==> src/rtl/vlg_vend_pkg.sv <==
// Shared FSM state encoding, coin values and coin-sum helper for the vending/change-return path.
package vlg_vend_pkg;

  typedef enum logic [1:0] {
    ST_COLLECT = 2'd0,
    ST_VEND    = 2'd1,
    ST_CHANGE  = 2'd2,
    ST_GAP     = 2'd3
  } state_t;

  localparam int COIN_1 = 1;
  localparam int COIN_2 = 2;
  localparam int COIN_5 = 5;

  // Simultaneous coins are summed; worst case 1+2+5 = 8 fits in 4 bits.
  function automatic logic [3:0] coin_value(input logic c1, input logic c2, input logic c5);
    logic [3:0] v;
    v = '0;
    if (c1) v = v + 4'(COIN_1);
    if (c2) v = v + 4'(COIN_2);
    if (c5) v = v + 4'(COIN_5);
    return v;
  endfunction

endpackage

==> src/rtl/vlg_pulse_spacer.sv <==
// Loadable down-counter that spaces actuator pulses; expired is high once the count reaches 0.
// Load takes effect on the next edge; tick decrements and holds at 0; no backpressure.
module vlg_pulse_spacer #(
  parameter int RET_GAP = 4
) (
  input  logic i_clk,
  input  logic i_rst,
  input  logic load,
  input  logic tick,
  output logic expired
);

  localparam int GW = (RET_GAP > 1) ? $clog2(RET_GAP) : 1;
  localparam logic [GW-1:0] LOAD_VAL = GW'(RET_GAP - 1);

  logic [GW-1:0] cnt;

  always_ff @(posedge i_clk or posedge i_rst) begin
    if (i_rst) begin
      cnt <= '0;
    end else if (load) begin
      cnt <= LOAD_VAL;
    end else if (tick && (cnt != '0)) begin
      cnt <= cnt - 1'b1;
    end
  end

  assign expired = (cnt == '0);

endmodule

==> src/rtl/vlg_change_dispenser.sv <==
// Coin-credit vending controller with greedy 2/1-yuan change return; all outputs registered,
// vend one cycle after the final coin; coins arriving while busy are refused and flagged via o_reject.
module vlg_change_dispenser
  import vlg_vend_pkg::*;
#(
  parameter int PRICE   = 6,
  parameter int RET_GAP = 4,
  parameter int CW      = 5
) (
  input  logic          i_clk,
  input  logic          i_rst,
  input  logic          i_1yuan,
  input  logic          i_2yuan,
  input  logic          i_5yuan,
  output logic          o_done,
  output logic          o_ret_1yuan,
  output logic          o_ret_2yuan,
  output logic          o_busy,
  output logic          o_reject,
  output logic [CW-1:0] o_credit
);

  state_t        state, state_nxt;
  logic [CW-1:0] credit_nxt;
  logic [CW-1:0] sum;
  logic [2:0]    change, change_nxt;
  logic [3:0]    coin;
  logic          gap_load, gap_tick, gap_expired;
  logic          done_nxt, ret1_nxt, ret2_nxt, busy_nxt, reject_nxt;

  assign coin = coin_value(i_1yuan, i_2yuan, i_5yuan);
  assign sum  = o_credit + CW'(coin);

  vlg_pulse_spacer #(
    .RET_GAP (RET_GAP)
  ) u_spacer (
    .i_clk   (i_clk),
    .i_rst   (i_rst),
    .load    (gap_load),
    .tick    (gap_tick),
    .expired (gap_expired)
  );

  always_comb begin
    state_nxt  = state;
    credit_nxt = o_credit;
    change_nxt = change;
    gap_load   = 1'b0;
    gap_tick   = 1'b0;
    case (state)
      ST_COLLECT: begin
        if ((coin != 4'd0) && (sum >= CW'(PRICE))) begin
          credit_nxt = '0;
          change_nxt = 3'(sum - CW'(PRICE));
          state_nxt  = ST_VEND;
        end else begin
          credit_nxt = sum;
        end
      end
      ST_VEND: begin
        state_nxt = (change != 3'd0) ? ST_CHANGE : ST_COLLECT;
      end
      ST_CHANGE: begin
        change_nxt = (change >= 3'd2) ? (change - 3'd2) : (change - 3'd1);
        gap_load   = 1'b1;
        state_nxt  = ST_GAP;
      end
      ST_GAP: begin
        if (gap_expired) begin
          state_nxt = (change != 3'd0) ? ST_CHANGE : ST_COLLECT;
        end else begin
          gap_tick = 1'b1;
        end
      end
      default: state_nxt = ST_COLLECT;
    endcase
  end

  // Outputs are decoded from the next state so they line up with the state they describe.
  always_comb begin
    done_nxt   = (state_nxt == ST_VEND);
    busy_nxt   = (state_nxt != ST_COLLECT);
    ret2_nxt   = (state_nxt == ST_CHANGE) && (change_nxt >= 3'd2);
    ret1_nxt   = (state_nxt == ST_CHANGE) && (change_nxt == 3'd1);
    reject_nxt = (state != ST_COLLECT) && (coin != 4'd0);
  end

  always_ff @(posedge i_clk or posedge i_rst) begin
    if (i_rst) begin
      state       <= ST_COLLECT;
      change      <= '0;
      o_credit    <= '0;
      o_done      <= 1'b0;
      o_busy      <= 1'b0;
      o_ret_1yuan <= 1'b0;
      o_ret_2yuan <= 1'b0;
      o_reject    <= 1'b0;
    end else begin
      state       <= state_nxt;
      change      <= change_nxt;
      o_credit    <= credit_nxt;
      o_done      <= done_nxt;
      o_busy      <= busy_nxt;
      o_ret_1yuan <= ret1_nxt;
      o_ret_2yuan <= ret2_nxt;
      o_reject    <= reject_nxt;
    end
  end

endmodule
==> config.mk <==
export PLATFORM = sky130hd
export DESIGN_NAME = vlg_change_dispenser
export DESIGN_NICKNAME = d
export VERILOG_FILES = /design/src/rtl/vlg_vend_pkg.sv /design/src/rtl/vlg_pulse_spacer.sv /design/src/rtl/vlg_change_dispenser.sv
export SDC_FILE = /design/constraint.sdc
export NUM_CORES = 1
export LEC_CHECK = 0
export BUFFER_PORTS_ARGS = -buffer_cell sky130_fd_sc_hd__buf_2
export CAP_MARGIN = 15
export CORE_UTILIZATION = 30
export DETAILED_ROUTE_END_ITERATION = 7
export GPL_TIMING_DRIVEN = 0
export SETUP_SLACK_MARGIN = 0.5
export SYNTH_ARGS = -nofsm -noshare
export SYNTH_HDL_FRONTEND = slang
export SYNTH_SLANG_ARGS = --single-unit
==> constraint.sdc <==
create_clock -name i_clk -period 3.4 [get_ports i_clk]
set_input_delay 0.17 -clock i_clk [delete_from_list [all_inputs] [get_ports i_clk]]
set_output_delay 0.17 -clock i_clk [all_outputs]
set_load 0.02 [all_outputs]
==> impl_metrics.toml, run 1 <==
[run_status]
status = "complete, but fails checks"
violations = "hold timing"

[global_routing]
grt_pass1_wl_um = 4326
grt_max_degree = 18
grt-ovfl-total = 0
grt_pass1_vias = 1062
antenna_found_initial = 0
track_usage_pct = 13.79

[yosys]
synth_compound_area_share_pct = 20.00
syn_area_per_cell_um2 = 9.086
synth_seq_area_share_pct = 37.16
yosys-top-cells-area = "dfrtp_1 37%, ha_1 12%, inv_1 3.9%, nand2_1 3.6%, nor2_1 3.3%"
synth-xor-area-share_pct = 1.530
synth_top_family_by_area = "compound AO/OA/AOI/OAI gates"
synth_adder_area_share_pct = 13.77
synth_cell_types = 39
synth-edff-count = 0
synth-main-ff-cell = "dfrtp_1"
muxShareOfSynthArea_pct = 2.842
synth-simple-area-share_pct = 18.80
syn_area_mm2 = 0.001145
syn-num-nets = 143
yosys_register_bits = 17
synthCells = 126
yosys.area.top_type = "dfrtp_1"
synth_top_area_share_pct = 37.16
async_reset_ff_share_pct = 100.0
yosysWarnings = 0

[place]
port-buffer-count = 14
placed_cell_area_mm2 = 0.001275
dp_hpwl_um = 1952
place_congestion = 0.7833
place_ws_ns = 0.3467
dp.cells = 188

[clocking]
cts_hold_buf = 0
cts_tree = "built"
clk_latency_ns = 0.25
cts_num_sinks = 17
clkTransAtPathRegs_ns = 0.07
cts_made_buffers = 3
cts.htree.levels = 1
cts_buffer_depth = 2
root_buffer = "clkbuf_8"

[power_and_ir_drop]
power.switching_mw = 0.5303
peakVddDrop_mv = 0.3801
p_sw_share_pct = 44.01
clkPwrFrac_pct = 12.3
pwr-share-comb_pct = 61.5
p_int_mw = 0.6747
leakage_nw = 0.6433
power_frac_seq_pct = 26.2
power_density_mw_per_mm2 = 899.2

[routing]
dr_total_vias = 1002
avgRoutedWirePerCell_um = 12.72
wirelength_um = 2468
drc = 0
drt_iter0_drc = 33
ant_nets = 0
viasPerCell = 5.165
drtPass1Iterations = 4

[sta]
setup_tns_ns = 0
whs_ns = -0.01215
tightest_slew_ns = 0.6359
fin_skew_ns = 0.01107
setup_slack_ns = 0.6547
finalHoldViolations = 8
clock.fmax_mhz = 364.3
relSlewSlack_pct = 57.56
slew_violations = 0
rsz0062_at_grt = "no"
period_share_pct = 80.74
period_minus_slack_ns = 2.745
finalSetupViolCount = 0

[setup_path]
critPathKind = "in2reg"
cp_max_fo = 8
r2r_start = "o_credit[0]$_DFFE_PP0P_"
crit_arrival_ns = 2.90
cp-end-kind = "flop"
crit_start = "i_1yuan"
critical_path_required_ns = 3.55
cp-start-kind = "input port"

[cells_and_area]
final_area_mm2 = 0.001340
num_antenna_cells = 0
seqCellArea_um2 = 425.4
drive_gt1_share_pct = 19.18
multiInputGateArea_um2 = 656.9
final_net_count = 164
fillers = 389
fin_cells = 194
synthToLayoutAreaGrowth_pct = 17.05

[worst_hold_path]
holdCritPathClass = "in2async"

[floorplan]
initial_core_util_pct = 31.27
io_pins = 15
dieWidth_um = 63.78
die_y_um = 63.78
rows = 22
die-area_mm2 = 0.004067
coreArea_mm2 = 0.003661

[job]
maxCapViolCount = 0
## per-stage QoR
stage | power (mW) | utilization [%] | hold slack, ns
4_1_cts | 1.164 | 36.06 | 0.01215
6_report | 1.205 | 36.60 | -0.01215
5_1_grt | 1.330 | 36.60 | 0.05880
3_5_place_dp | 1.011 | 34.83 | 0.2892
2_1_floorplan | 0.8531 | - | 0.09607
3_3_place_gp | 0.9877 | 34.83 | 0.2762
## final cells by class
cell class                      instances  share of cell area (%)
Inverter                               12                   3.361
Multi-Input combinational cell         93                   49.02
Sequential cell                        17                   31.75
Timing Repair Buffer                   16                   6.349
Buffer                                  4                   1.681
Tap cell                               48                   4.482
Clock buffer                            4                   3.361
## routing by layer
layer / track usage (%) / wire [um] / vias up
met5: 0 / 0 / -
met4: 4.545 / 23 / 0
met3: 3.571 / 104 / 2
met2: 25.93 / 1260 / 23
met1: 14.72 / 1080 / 486
li1: - / - / 491
## cell families (layout without fill, tap and decap cells)
group / count (synthesis) / count (layout)
buf+inv: 16 / 36
compound gates: 33 / 33
simple gates: 43 / 43
xor+xnor: 2 / 2
mux: 3 / 3
fa+ha+maj: 12 / 12
flops: 17 / 17
## worst max-delay path, cell delays in order
cell	delay [ns]
buf_2	0.13
ha_1	0.28
mux2_2	0.30
fa_1	0.44
xor2_1	0.21
ha_1	0.19
a31oi_1	0.19
o221ai_2	0.17
and2_1	0.20
buf_6	0.13
a211o_1	0.28
nor4_2	0.21
## registers in the layout (all words and copies together), names as in the netlist
signal        flops
o_ret_1yuan       1
o_done            1
state             2
change            3
o_reject          1
u_spacer.cnt      2
o_credit          5
o_busy            1
o_ret_2yuan       1
## power groups by stage
stage	logic, mW	registers (mW)	clock network (mW)
after detailed placement	0.693	0.318	0
after floorplan	0.511	0.342	0
final	0.741	0.315	0.148
after global placement	0.672	0.315	0
after CTS	0.696	0.315	0.154
after global routing	0.842	0.325	0.163
## worst paths after layout
path / endpoint / slack (ns) / cells past startpoint
setup / recovery: o_ret_1yuan$_DFF_PP0_ / 0.65 / 12
hold / removal: o_reject$_DFF_PP0_ / -0.01 / 2
setup reg to reg: o_ret_1yuan$_DFF_PP0_ / 0.69 / 10
hold reg to reg: o_credit[0]$_DFFE_PP0P_ / 0.52 / 2
max in group asynchronous: change[0]$_DFF_PP0_ / 2.99 / 2
min in group i_clk: o_reject$_DFF_PP0_ / 0.23 / 3
## cell usage after synthesis (all sizes together), types with 2 or more instances
library cell and number:
xor2 2, a31oi 2, nand2 11, a21oi 8
nand3 3, o21ai 6, a21o 4, nor3 4
o31ai 3, a211o 2, inv 12, nor2b 3
dfrtp 17, and2 2, or2 2, mux2 2
and3 3, nor4 2, clkbuf 3, nor2 10
ha 11
## repair_timing
action                     4_1_cts  5_1_grt
setup endpoints to repair        0        2
buffers inserted                 0        2
gates resized for setup          0        1
## cells in the final DEF (no fill, tap or decap), types with 5 or more instances in the layout
cell / count
dfrtp_1: 17
buf_2: 14
inv_1: 12
nand2_1: 11
ha_1: 11
nor2_1: 10
a21oi_1: 7
o21ai_0: 5
No activity file was read; power rests on OpenSTA's default activity.
==> run 2: changes to the inputs <==
==> constraint.sdc (replaced) <==
create_clock -name i_clk -period 2.78 [get_ports i_clk]
set_input_delay 0.139 -clock i_clk [delete_from_list [all_inputs] [get_ports i_clk]]
set_output_delay 0.139 -clock i_clk [all_outputs]
set_load 0.02 [all_outputs]
==> impl_metrics.toml, run 2 (synthesized netlist as in run 1, its figures left out) <==
[setup_path]
crit_arrival_ns = 2.55
cp_max_fo = 4
critPathSlowestCell = "dfrtp_2"
slowest_delay_ns = 0.43
critPathKind = "reg2reg"
path_cells = "ha_4 > fa_2 > xor2_2 > ha_2 > a31oi_1 > o221ai_2 > and2_4 > buf_6 > a211o_1 > nor2b_4"
cp-start-kind = "flop"
cp-end-kind = "flop"
critical_path_required_ns = 2.90

[cells_and_area]
postLayoutCoreUtil_pct = 39.58
largest_reg_flops = 5
final_net_count = 169
final_cell_mix = "16 x dfrtp_1, 14 x buf_2, 12 x inv_1"
synthToLayoutAreaGrowth_pct = 26.56
top_register = "o_credit"
fillers = 378
final_common_cell = "dfrtp_1"
drive_gt1_share_pct = 28.48
reg_top3 = "o_credit x5, change x3"
num_antenna_cells = 0

[sta]
finalSetupViolCount = 0
fin_skew_ns = 0.008596
clock.fmax_mhz = 411.5
period_minus_slack_ns = 2.430
rsz0062_at_grt = "yes"
setup_slack_ns = 0.3497
tightest_slew_ns = 0.6483
period_share_pct = 87.42
slew_violations = 0
finalHoldViolations = 0
setup_tns_ns = 0
relSlewSlack_pct = 56.73

[global_routing]
antenna_found_initial = 0
use_met1_pct = 15.21
grt_pass1_vias = 978
grtUsageMet3_pct = 3.214
met2_usage_pct = 25.00
grt_pass1_wl_um = 4202
grt_max_degree = 18
busiest_layer = "met2"
track_usage_pct = 13.23
grt-ovfl-total = 0

[routing]
drc = 0
wirelength_um = 2611
avgRoutedWirePerCell_um = 13.12
viasPerCell = 4.930
dr_total_vias = 981
ant_nets = 0
drtPass1Iterations = 4
drt_iter0_drc = 40

[power_and_ir_drop]
peakVddDrop_mv = 0.4881
power.total_mw = 1.669
leakage_nw = 0.6819
power_density_mw_per_mm2 = 1152

[clocking]
cts_num_sinks = 17
root_buffer = "clkbuf_8"
cts_tree = "built"
clk_latency_ns = 0.25
cts_made_buffers = 3
cts.htree.levels = 1
clkTransAtPathRegs_ns = 0.07
cts_buffer_depth = 2

[worst_hold_path]
holdCritPathClass = "in2reg"

[floorplan]
initial_core_util_pct = 31.27
dieWidth_um = 63.78
die-area_mm2 = 0.004067
coreArea_mm2 = 0.003661
rows = 22
io_pins = 15
die_y_um = 63.78

[place]
dp_hpwl_um = 1927
port-buffer-count = 14
place_ws_ns = -0.004069
place_congestion = 0.7991

[job]
maxCapViolCount = 0

[run_status]
status = "completed"
-- run 2: final cells by class --
cell class	count	area (um2)	share of cell area, %
inverter	12	45.04	3.109
sequential	17	426.7	29.45
buffer	4	22.52	1.554
multi-input combinational	93	720.7	49.74
clock buffer	4	45.04	3.109
timing repair buffer	21	128.9	8.895
tap	48	60.06	4.145
-- run 2: metal layers --
layer	routed length, um	share of wire, %
met2	1361	52
met4	0	0
met5	0	0
met1	1175	45
met3	74	2.8
-- run 2: repair_timing --
action                                 CTS  global route
setup endpoints to repair               10             9
setup buffers                            6             0
endpoints found under the hold margin   17             0
pin swaps                                5             2
gates resized for setup                  5             5
hold buffers                             1             0
-- run 2: final timing paths --
path / from / end / slack (ns) / cells after the start
max: o_credit[0]$_DFFE_PP0P_ / o_ret_2yuan$_DFF_PP0_ / 0.35 / 10
min: i_2yuan / o_reject$_DFF_PP0_ / 0.24 / 3
max reg2reg: o_credit[0]$_DFFE_PP0P_ / o_ret_2yuan$_DFF_PP0_ / 0.35 / 10
min reg2reg: o_credit[3]$_DFFE_PP0P_ / o_credit[3]$_DFFE_PP0P_ / 0.53 / 2
max in group asynchronous: i_rst / o_credit[0]$_DFFE_PP0P_ / 1.82 / 3
min in group asynchronous: i_rst / o_credit[3]$_DFFE_PP0P_ / 0.51 / 3
-- run 2: worst max-delay path: cells and delay by family (launching register included) --
family	cells	cell delay, ns
XOR/XNOR	1	0.17
buffers and inverters	1	0.12
AO/OA/AOI/OAI	3	0.58
adder cells (fa/ha/maj)	3	0.69
AND/OR/NAND/NOR	2	0.29
flip-flops	1	0.43
-- run 2: stage by stage --
step | area (um2) | hold slack [ns] | instances
global route | 1449 | 0.2969 | 199
floorplan | 1187 | 0.06500 | 126
finish | 1449 | 0.2414 | 199
detailed placement | 1318 | 0.2663 | 188
CTS | 1435 | 0.2487 | 199
global placement | 1318 | 0.2411 | 188
-- run 2: report_power, final --
part	internal (mW)	switching, mW
sequential	0.327	0.0609
clock	0.102	0.0825
combinational	0.515	0.581
total	0.944	0.725
